<file path="src/rtl/char_buffer_ctl_pkg.sv">
// Shared constants, character codes and FSM state type for the character
// buffer write controller.
package char_buffer_ctl_pkg;

    localparam int COLS  = 64;
    localparam int ROWS  = 16;
    localparam int COL_W = $clog2(COLS);
    localparam int ROW_W = $clog2(ROWS);

    localparam logic [7:0] BLANK  = 8'h20;
    localparam logic [7:0] CHR_CR = 8'h0D;
    localparam logic [7:0] CHR_LF = 8'h0A;
    localparam logic [7:0] CHR_BS = 8'h08;

    localparam logic [COL_W-1:0]       LAST_COL = COL_W'(COLS - 1);
    localparam logic [ROW_W-1:0]       LAST_ROW = ROW_W'(ROWS - 1);
    localparam logic [COL_W+ROW_W-1:0] LAST_ADDR = (COL_W + ROW_W)'(COLS * ROWS - 1);

    typedef enum logic [1:0] {
        ST_CLEAR_ALL,
        ST_IDLE,
        ST_CLEAR_LINE
    } state_t;

    function automatic logic isPrintable(input logic [7:0] c);
        return (c >= 8'h20) && (c <= 8'h7E);
    endfunction

endpackage

</file>
<file path="src/rtl/char_buffer_ctl.sv">
// Write-side controller for the 64x16 character buffer: takes a byte stream,
// handles CR/LF/BS, owns the cursor and performs scroll and full-screen clears.
module char_buffer_ctl
    import char_buffer_ctl_pkg::*;
(
    input  logic               clk,
    input  logic               clr_n,
    input  logic [7:0]         data_in,
    input  logic               data_valid,
    output logic               data_ready,
    input  logic               clear_req,
    output logic [9:0]         buffer_waddr,
    output logic [7:0]         buffer_din,
    output logic               buffer_wen,
    output logic [ROW_W-1:0]   buffer_first_row,
    output logic               buffer_first_row_wen,
    output logic [ROW_W-1:0]   cursor_row,
    output logic [COL_W-1:0]   cursor_col
);

    state_t                    r_state;
    logic [COL_W+ROW_W-1:0]    r_count;
    logic [9:0]                r_waddr;
    logic [7:0]                r_din;
    logic                      r_wen;
    logic [ROW_W-1:0]          r_firstRow;
    logic                      r_firstRowWen;
    logic [ROW_W-1:0]          r_cursorRow;
    logic [COL_W-1:0]          r_cursorCol;

    logic [ROW_W-1:0]          w_physRow;

    // Screen row maps onto the ring of physical rows; 4-bit wrap is intended.
    assign w_physRow = r_firstRow + r_cursorRow;

    assign data_ready           = (r_state == ST_IDLE) && !clear_req;
    assign buffer_waddr         = r_waddr;
    assign buffer_din           = r_din;
    assign buffer_wen           = r_wen;
    assign buffer_first_row     = r_firstRow;
    assign buffer_first_row_wen = r_firstRowWen;
    assign cursor_row           = r_cursorRow;
    assign cursor_col           = r_cursorCol;

    always_ff @(posedge clk or negedge clr_n) begin
        if (!clr_n) begin
            r_state       <= ST_CLEAR_ALL;
            r_count       <= '0;
            r_waddr       <= '0;
            r_din         <= '0;
            r_wen         <= 1'b0;
            r_firstRow    <= '0;
            r_firstRowWen <= 1'b0;
            r_cursorRow   <= '0;
            r_cursorCol   <= '0;
        end else begin
            r_wen         <= 1'b0;
            r_firstRowWen <= 1'b0;
            case (r_state)
                ST_CLEAR_ALL: begin
                    r_wen   <= 1'b1;
                    r_waddr <= r_count;
                    r_din   <= BLANK;
                    if (r_count == '0) begin
                        r_firstRow    <= '0;
                        r_firstRowWen <= 1'b1;
                        r_cursorRow   <= '0;
                        r_cursorCol   <= '0;
                    end
                    if (r_count == LAST_ADDR) begin
                        r_count <= '0;
                        r_state <= ST_IDLE;
                    end else begin
                        r_count <= r_count + 10'd1;
                    end
                end

                // first_row was already advanced, so the new bottom row sits one behind it.
                ST_CLEAR_LINE: begin
                    r_wen   <= 1'b1;
                    r_waddr <= {r_firstRow + LAST_ROW, r_count[COL_W-1:0]};
                    r_din   <= BLANK;
                    if (r_count[COL_W-1:0] == LAST_COL) begin
                        r_count <= '0;
                        r_state <= ST_IDLE;
                    end else begin
                        r_count <= r_count + 10'd1;
                    end
                end

                ST_IDLE: begin
                    if (clear_req) begin
                        r_count <= '0;
                        r_state <= ST_CLEAR_ALL;
                    end else if (data_valid) begin
                        if (isPrintable(data_in)) begin
                            r_wen   <= 1'b1;
                            r_waddr <= {w_physRow, r_cursorCol};
                            r_din   <= data_in;
                            if (r_cursorCol != LAST_COL) begin
                                r_cursorCol <= r_cursorCol + 6'd1;
                            end
                        end else if (data_in == CHR_CR) begin
                            r_cursorCol <= '0;
                        end else if (data_in == CHR_LF) begin
                            if (r_cursorRow != LAST_ROW) begin
                                r_cursorRow <= r_cursorRow + 4'd1;
                            end else begin
                                r_firstRow    <= r_firstRow + 4'd1;
                                r_firstRowWen <= 1'b1;
                                r_count       <= '0;
                                r_state       <= ST_CLEAR_LINE;
                            end
                        end else if (data_in == CHR_BS) begin
                            if (r_cursorCol != '0) begin
                                r_cursorCol <= r_cursorCol - 6'd1;
                            end
                        end
                    end
                end

                default: begin
                    r_count <= '0;
                    r_state <= ST_CLEAR_ALL;
                end
            endcase
        end
    end

endmodule

</file>
<file path="config.mk">
export PLATFORM = sky130hd
export DESIGN_NAME = char_buffer_ctl
export DESIGN_NICKNAME = d
export VERILOG_FILES = /design/src/rtl/char_buffer_ctl_pkg.sv /design/src/rtl/char_buffer_ctl.sv
export SDC_FILE = /design/constraint.sdc
export NUM_CORES = 1
export LEC_CHECK = 0
export CORE_MARGIN = 3
export CORE_UTILIZATION = 25
export DETAILED_ROUTE_END_ITERATION = 7
export PLACE_DENSITY_LB_ADDON = 0.3
export SETUP_SLACK_MARGIN = 0.15
export SYNTH_ARGS = -nofsm -noshare
export SYNTH_HDL_FRONTEND = slang
export SYNTH_SLANG_ARGS = --single-unit
</file>
<file path="constraint.sdc">
create_clock -name clk -period 2.25 [get_ports clk]
set_input_delay 0.3375 -clock clk [delete_from_list [all_inputs] [get_ports clk]]
set_output_delay 0.3375 -clock clk [all_outputs]
set_load 0.01 [all_outputs]
</file>
==> out/qor.csv, run 1 <==
stage,metric,value,unit
status,status,finished clean,
timing,Max Slew Vio Count,0,
die,die width,113,um
timing,hold_ws,129,ps
synthesis,Avg Inst Size Synth,9.21,um^2
synthesis,Synth area leader,dfrtp_1,
clock_tree,clk buf depth,2,
clock_tree,"CTS clk-pin slew, worst paths",70,ps
final_layout,Final Non-Filler Cells,540,
power_and_ir_drop,Worst VDD drop,0.448,mV
routing,met2 WL post-DR,3.79,mm
routing,vias per cell,4.88,
worst_setup_path,Crit Path Category,reg2reg,
routing,top sig layer,met4,
grt,first-pass GRT wire length,13.2,mm
synthesis,XOR/XNOR Fraction of Synth Area,1.22,%
routing,DRT met1 WL,3.83,mm
clock_tree,CTS tree,built,
place,DP HPWL,6.07,mm
final_layout,FILL cells,1133,
power_and_ir_drop,PD cells,1210,mW/mm^2
routing,via count,2635,
place,Port Buffers,46,
die,Initial Util,26.0,%
final_layout,Area Growth Syn to Fin,40.1,%
synthesis,Post-synth EDFFs,0,
power_and_ir_drop,Pwr Total,4870,uW
routing,WL per Instance,14.8,um
timing,Worst Skew,7.24,ps
timing,FMAX,496,MHz
routing,met3 wire len,330,um
synthesis,largest family of logic cells by synthesized area,compound AO/OA/AOI/OAI gates,
timing,Final min period,2020,ps
synthesis,Syn Inst Count,312,
synthesis,Post-Synth Simple-Gate Area,21.2,%
synthesis,leading cell types by count after synthesis,"46 x dfrtp_1, 29 x nor2_1, 23 x a21oi_1",
synthesis,asr flop ratio synth,100,%
synthesis,Mapped Nets,340,
clock_tree,Num CTS Buffers,5,
timing,TNS Setup,0,ps
final_layout,layout cells sized above 1,22.5,%
power_and_ir_drop,Leak Pwr,0.00179,uW
die,number of placement rows,38,
die,io pins,47,
clock_tree,"Clk Latency, worst-skew pair",290,ps
routing,Post-Route WL,7.99,mm
synthesis,most frequent cell after synthesis,dfrtp_1,
final_layout,nets,427,
worst_setup_path,critical path capture point type,flip-flop,
clock_tree,Root Driver,clkbuf_16,
flow_run,MaxCap Viol Count,0,
routing,drt first pass iters,4,
synthesis,Yosys top cell area share,40.1,%
synthesis,area share of fa/ha/maj cells after synthesis,7.23,%
timing,Slew headroom,47.7,%
grt,all-layer global routing usage,12.7,%
grt,vias in the first global route,2576,
die,Std-Cell Core Area,0.0110,mm^2
min_path,Tightest Hold Check Type,in2async,
grt,largest net degree at the start of global routing,34,
final_layout,n_diodes,0,
synthesis,Post-Synthesis Cell Area,0.00287,mm^2
synthesis,synthesized flop and latch total,46,
routing,post-route ant nets,0,
synthesis,Synth cell types,57,
place,placed insts,524,
routing,Initial DRC Count,196,
synthesis,post-synthesis sequential area ratio,40.1,%
place,routability cong.,0.832,
die,Die ar.,0.0128,mm^2
worst_setup_path,Critical Path Start Type,flip-flop,
worst_setup_path,crit path max fanout,5,
grt,initial antenna violation count,0,
timing,RSZ-0062 raised after global routing,yes,
routing,DRC viols,0,
worst_setup_path,Worst Path Arrival,2190,ps
timing,Final setup viols,0,
synthesis,Synth Area in Compound Gates,24.3,%
synthesis,Yosys Warn Count,0,
worst_setup_path,CP required,2420,ps
clock_tree,H-tree depth,2,
timing,worst-margin pin slew,784,ps
synthesis,mux cell area share after synthesis,0.784,%
clock_tree,"Hold-fix buffers, CTS",0,
synthesis,Area contributors post-synth,"dfrtp_1 40%, ha_1 6.5%, a21oi_1 4.0%",
die,Die Y,113,um
synthesis,"Primary FF master, synth",dfrtp_1,
clock_tree,clock sink count,46,
grt,total gr overflow,0,
timing,fin crit share,89.6,%
timing,Final Hold Violating Endpoints,0,
cells by family after synthesis:
group	Yosys count
muxes	2
and+or+nand+nor	113
buffers and inverters	33
adders and majority gates	16
xor gates and xnor gates	4
DFF	46
AOI/OAI and AO/OA	98
worst paths after layout:
path                                           startpoint  slack [ps]  cells past startpoint                         endpoint
worst max-delay path               r_count[1]$_DFFE_PN0P_         230                      9  buffer_first_row[2]$_DFFE_PN0P_
worst min-delay path                                clr_n         130                      1        buffer_din[4]$_DFFE_PN0P_
worst max register to register     r_count[1]$_DFFE_PN0P_         230                      9  buffer_first_row[2]$_DFFE_PN0P_
worst min register to register  buffer_din[7]$_DFFE_PN0P_         500                      1        buffer_din[7]$_DFFE_PN0P_
max in group asynchronous                           clr_n        1500                      2      buffer_waddr[0]$_DFFE_PN0P_
min in group clk                               data_in[4]         420                      2        buffer_din[4]$_DFFE_PN0P_
per-stage QoR:
stage          utilization (%)  setup WS (ps)  instance area, um^2
6_report                  36.5            235                 4030
5_1_grt                   36.5            120                 4030
4_1_cts                   35.5            173                 3920
3_5_place_dp              33.8           -225                 3730
3_3_place_gp              33.8           -186                 3730
2_1_floorplan                -            210                 2870
area by class of cell:
cell class,count,area [um^2],share of cell area (%)
clock buffer,6,139,3.45
clock inverter,2,12.5,0.311
inverter,19,71.3,1.77
multi-input combinational,233,1650,41.0
sequential,46,1150,28.6
tap,140,175,4.35
timing repair buffer,94,825,20.5
flip-flops by register name, summed over array words and instances (netlist names):
signal,flops
buffer_waddr,10
r_count,10
buffer_din,8
cursor_col,6
buffer_first_row,4
cursor_row,4
r_state,2
buffer_first_row_wen,1
buffer_wen,1
what timing repair did:
item	CTS	global route
gates resized for setup	7	21
pin swaps	3	9
setup buffers	3	5
setup endpoints to repair	15	18
layer usage:
| metal | vias to the layer above | global-route usage [%] |
|---|---|---|
| li1 | 1316 | - |
| met1 | 1276 | 17.5 |
| met2 | 39 | 20.2 |
| met3 | 4 | 2.78 |
| met4 | 0 | 2.96 |
| met5 | - | 0 |
placed cells by master (no fill, tap or decap), types with 3 or more instances in the layout:
cell type and instances:
o32a_2 3, dfrtp_1 46, nor2b_1 6, a22o_1 13
or3_1 4, clkdlybuf4s50_1 40, nand2_1 19, a2bb2oi_1 4
nor2_1 28, inv_2 3, a22oi_1 6, o21ai_0 19
nand4_1 4, ha_1 11, clkbuf_16 5, dlymetal6s2s_1 3
and3_1 5, o211ai_1 4, nand3_1 15, inv_1 16
o21a_1 3, nand2b_1 7, buf_4 47, a21oi_1 22
and2_1 3, a21o_1 6
report_power, final:
part	internal [uW]	leakage (uW)	switching [uW]
clock network	441	0.0000729	322
logic	1380	0.00111	1430
registers	1050	0.000606	241
critical path, cell delays in order (launching register included):
cell      delay, ps
dfrtp_1         430
inv_2            90
ha_4            110
and4bb_2        250
a32o_2          230
nand4_1         210
buf_4           210
buf_4           140
o211ai_1        150
nand2_1          70
Note: power is estimated with default switching activity, not from simulation.
==> run 2: changes to the inputs <==
- REMOVE_ABC_BUFFERS: default -> 1
- SLEW_MARGIN: default -> 20
==> run 2 against run 1 <==
Compared with the run above: die area did not move; power rose by 3.4%; sequential share of layout area fell by 0.52 points; setup slack got worse by 17 ps; hold slack improved by 15 ps; via count rose by 0.19%.
==> out/qor.csv, run 2 (synthesized netlist as in run 1, its figures left out) <==
stage,metric,value,unit,change
worst_setup_path,Setup crit start,r_count[1]$_DFFE_PN0P_,,
clock_tree,clk buf depth,2,,unchanged
timing,Final setup viols,0,,unchanged
die,Initial Util,26.0,%,unchanged
worst_setup_path,Worst Path Arrival,2260,ps,+70 ps
die,Std-Cell Core Area,0.0110,mm^2,unchanged
power_and_ir_drop,PD cells,1230,mW/mm^2,+1.5%
grt,largest net degree at the start of global routing,47,,+38%
worst_setup_path,crit path max fanout,5,,unchanged
clock_tree,CTS tree,built,,
routing,vias per cell,4.86,,-0.36%
grt,all-layer global routing usage,12.7,%,about the same
final_layout,Util after Layout,37.2,%,+0.67 points
worst_setup_path,worst r2r path cells,8,,-1
worst_setup_path,critical path capture point type,flip-flop,,
place,post-place setup slack,-192,ps,+33.3 ps
final_layout,most frequent cells in the layout,"49 x buf_4, 46 x dfrtp_1, 40 x clkdlybuf4s50_1, 28 x nor2_1, 23 x a21oi_1",,
clock_tree,"CTS clk-pin slew, worst paths",70,ps,about the same
timing,Final Hold Violating Endpoints,0,,unchanged
routing,DRC viols,0,,unchanged
routing,drt first pass iters,6,,+2
timing,Final min period,2030,ps,+17.2 ps
place,dpl cell area,0.00374,mm^2,+0.34%
final_layout,layout cells sized above 1,22.6,%,+0.081 points
worst_setup_path,Crit Path Category,reg2reg,,
routing,Post-Route WL,8.12,mm,+1.6%
grt,total gr overflow,0,,unchanged
place,placed insts,524,,unchanged
worst_setup_path,CP required,2480,ps,+60 ps
clock_tree,H-tree depth,2,,unchanged
grt,initial antenna violation count,0,,unchanged
worst_setup_path,reg-to-reg endpoint,buffer_first_row[2]$_DFFE_PN0P_,,
final_layout,Final Non-Filler Cells,543,,+0.56%
status,status,finished clean,,
timing,Worst Skew,5.25,ps,-1.99 ps
timing,min setup slack post-route,218,ps,-17.2 ps
die,io pins,47,,unchanged
final_layout,post-route cell area,0.00410,mm^2,+1.8%
min_path,Tightest Hold Check Type,in2async,,
clock_tree,clock sink count,46,,unchanged
worst_setup_path,reg2reg setup slack,220,ps,-20 ps
die,Die ar.,0.0128,mm^2,unchanged
die,Die Y,113,um,unchanged
final_layout,Area Growth Syn to Fin,42.7,%,
timing,FMAX,492,MHz,-0.85%
final_layout,n_diodes,0,,unchanged
place,DP HPWL,6.00,mm,-1.2%
worst_setup_path,FF-to-FF Start,r_count[1]$_DFFE_PN0P_,,
timing,fin crit share,90.3,%,+0.76 points
clock_tree,Root Driver,clkbuf_16,,
grt,first-pass GRT wire length,13.2,mm,about the same
timing,worst-margin pin slew,607,ps,-177 ps
place,routability cong.,0.868,,+4.4%
power_and_ir_drop,Worst VDD drop,0.449,mV,+0.20%
routing,WL per Instance,14.9,um,+1.0%
power_and_ir_drop,Leak Pwr,0.00181,uW,+1.4%
timing,RSZ-0062 raised after global routing,yes,,
final_layout,nets,430,,+0.70%
timing,Slew headroom,59.5,%,+12 points
timing,Max Slew Vio Count,0,,unchanged
routing,Initial DRC Count,97,,-51%
flow_run,MaxCap Viol Count,0,,unchanged
die,die width,113,um,unchanged
grt,vias in the first global route,2528,,-1.9%
clock_tree,Num CTS Buffers,5,,unchanged
routing,via count,2640,,+0.19%
final_layout,FILL cells,1128,,-0.44%
worst_setup_path,Critical Path Start Type,flip-flop,,
die,number of placement rows,38,,unchanged
place,Port Buffers,46,,unchanged
routing,post-route ant nets,0,,unchanged
final_layout,"most common cell after layout, fill and taps aside",buf_4,,
clock_tree,"Clk Latency, worst-skew pair",280,ps,about the same
clock_tree,"Hold-fix buffers, CTS",0,,unchanged
run 2: worst max-delay path by stage:
stage | end | slack [ps] | depth (start not counted)
after floorplan | r_count[0]$_DFFE_PN0P_ | -50 | 7
after global placement | r_count[3]$_DFFE_PN0P_ | -190 | 8
after detailed placement | buffer_first_row[2]$_DFFE_PN0P_ | -190 | 7
after CTS | buffer_first_row[3]$_DFFE_PN0P_ | 130 | 7
after global routing | buffer_first_row[2]$_DFFE_PN0P_ | 120 | 7
final | buffer_first_row[2]$_DFFE_PN0P_ | 220 | 8
run 2: metrics by stage:
| step | power (uW) | setup TNS [ps] | hold WS (ps) |
|---|---|---|---|
| floorplan | 2700 | -56.1 | 41.9 |
| global placement | 3890 | -2200 | 472 |
| detailed placement | 3910 | -2990 | 479 |
| CTS | 4810 | 0 | 187 |
| global route | 5420 | 0 | 221 |
| finish | 5030 | 0 | 144 |
run 2: what timing repair did:
action	in CTS	in global routing
pin swaps	1	10
setup endpoints to repair	18	20
hold endpoints to repair	0	0
resized for setup	7	22
setup buffers	2	9
gates cloned	0	0
run 2: per-layer routing:
layer  track usage [%]  share of wire [%]  up-vias
li1                  -                  -     1324
met3              2.25                3.3        6
met1              17.7                 49     1269
met5                 0                  0        -
met2              20.5                 47       41
met4              2.64                1.1        0
run 2: worst max-delay path, stage by stage (launching register included):
cell and delay (ps):
dfrtp_1 430, inv_2 70, ha_4 150, and4bb_2 240, a32o_2 290, buf_4 150, nand2_1 130, or4b_1 450
nand2_1 70
run 2: cell type report:
type | instances | area (um^2) | share of cell area [%]
Clock inverter | 2 | 37.5 | 0.916
Sequential cell | 46 | 1150 | 28.1
Clock buffer | 6 | 129 | 3.14
Tap cell | 140 | 175 | 4.27
Inverter | 19 | 71.3 | 1.74
Multi-Input combinational cell | 233 | 1680 | 40.9
Timing Repair Buffer | 97 | 860 | 21.0
run 2: where the power goes:
group	leakage (uW)	switching [uW]	internal (uW)	total, uW
clock	0.0000771	324	525	849
combinational	0.00113	1470	1440	2910
sequential	0.000606	223	1050	1280
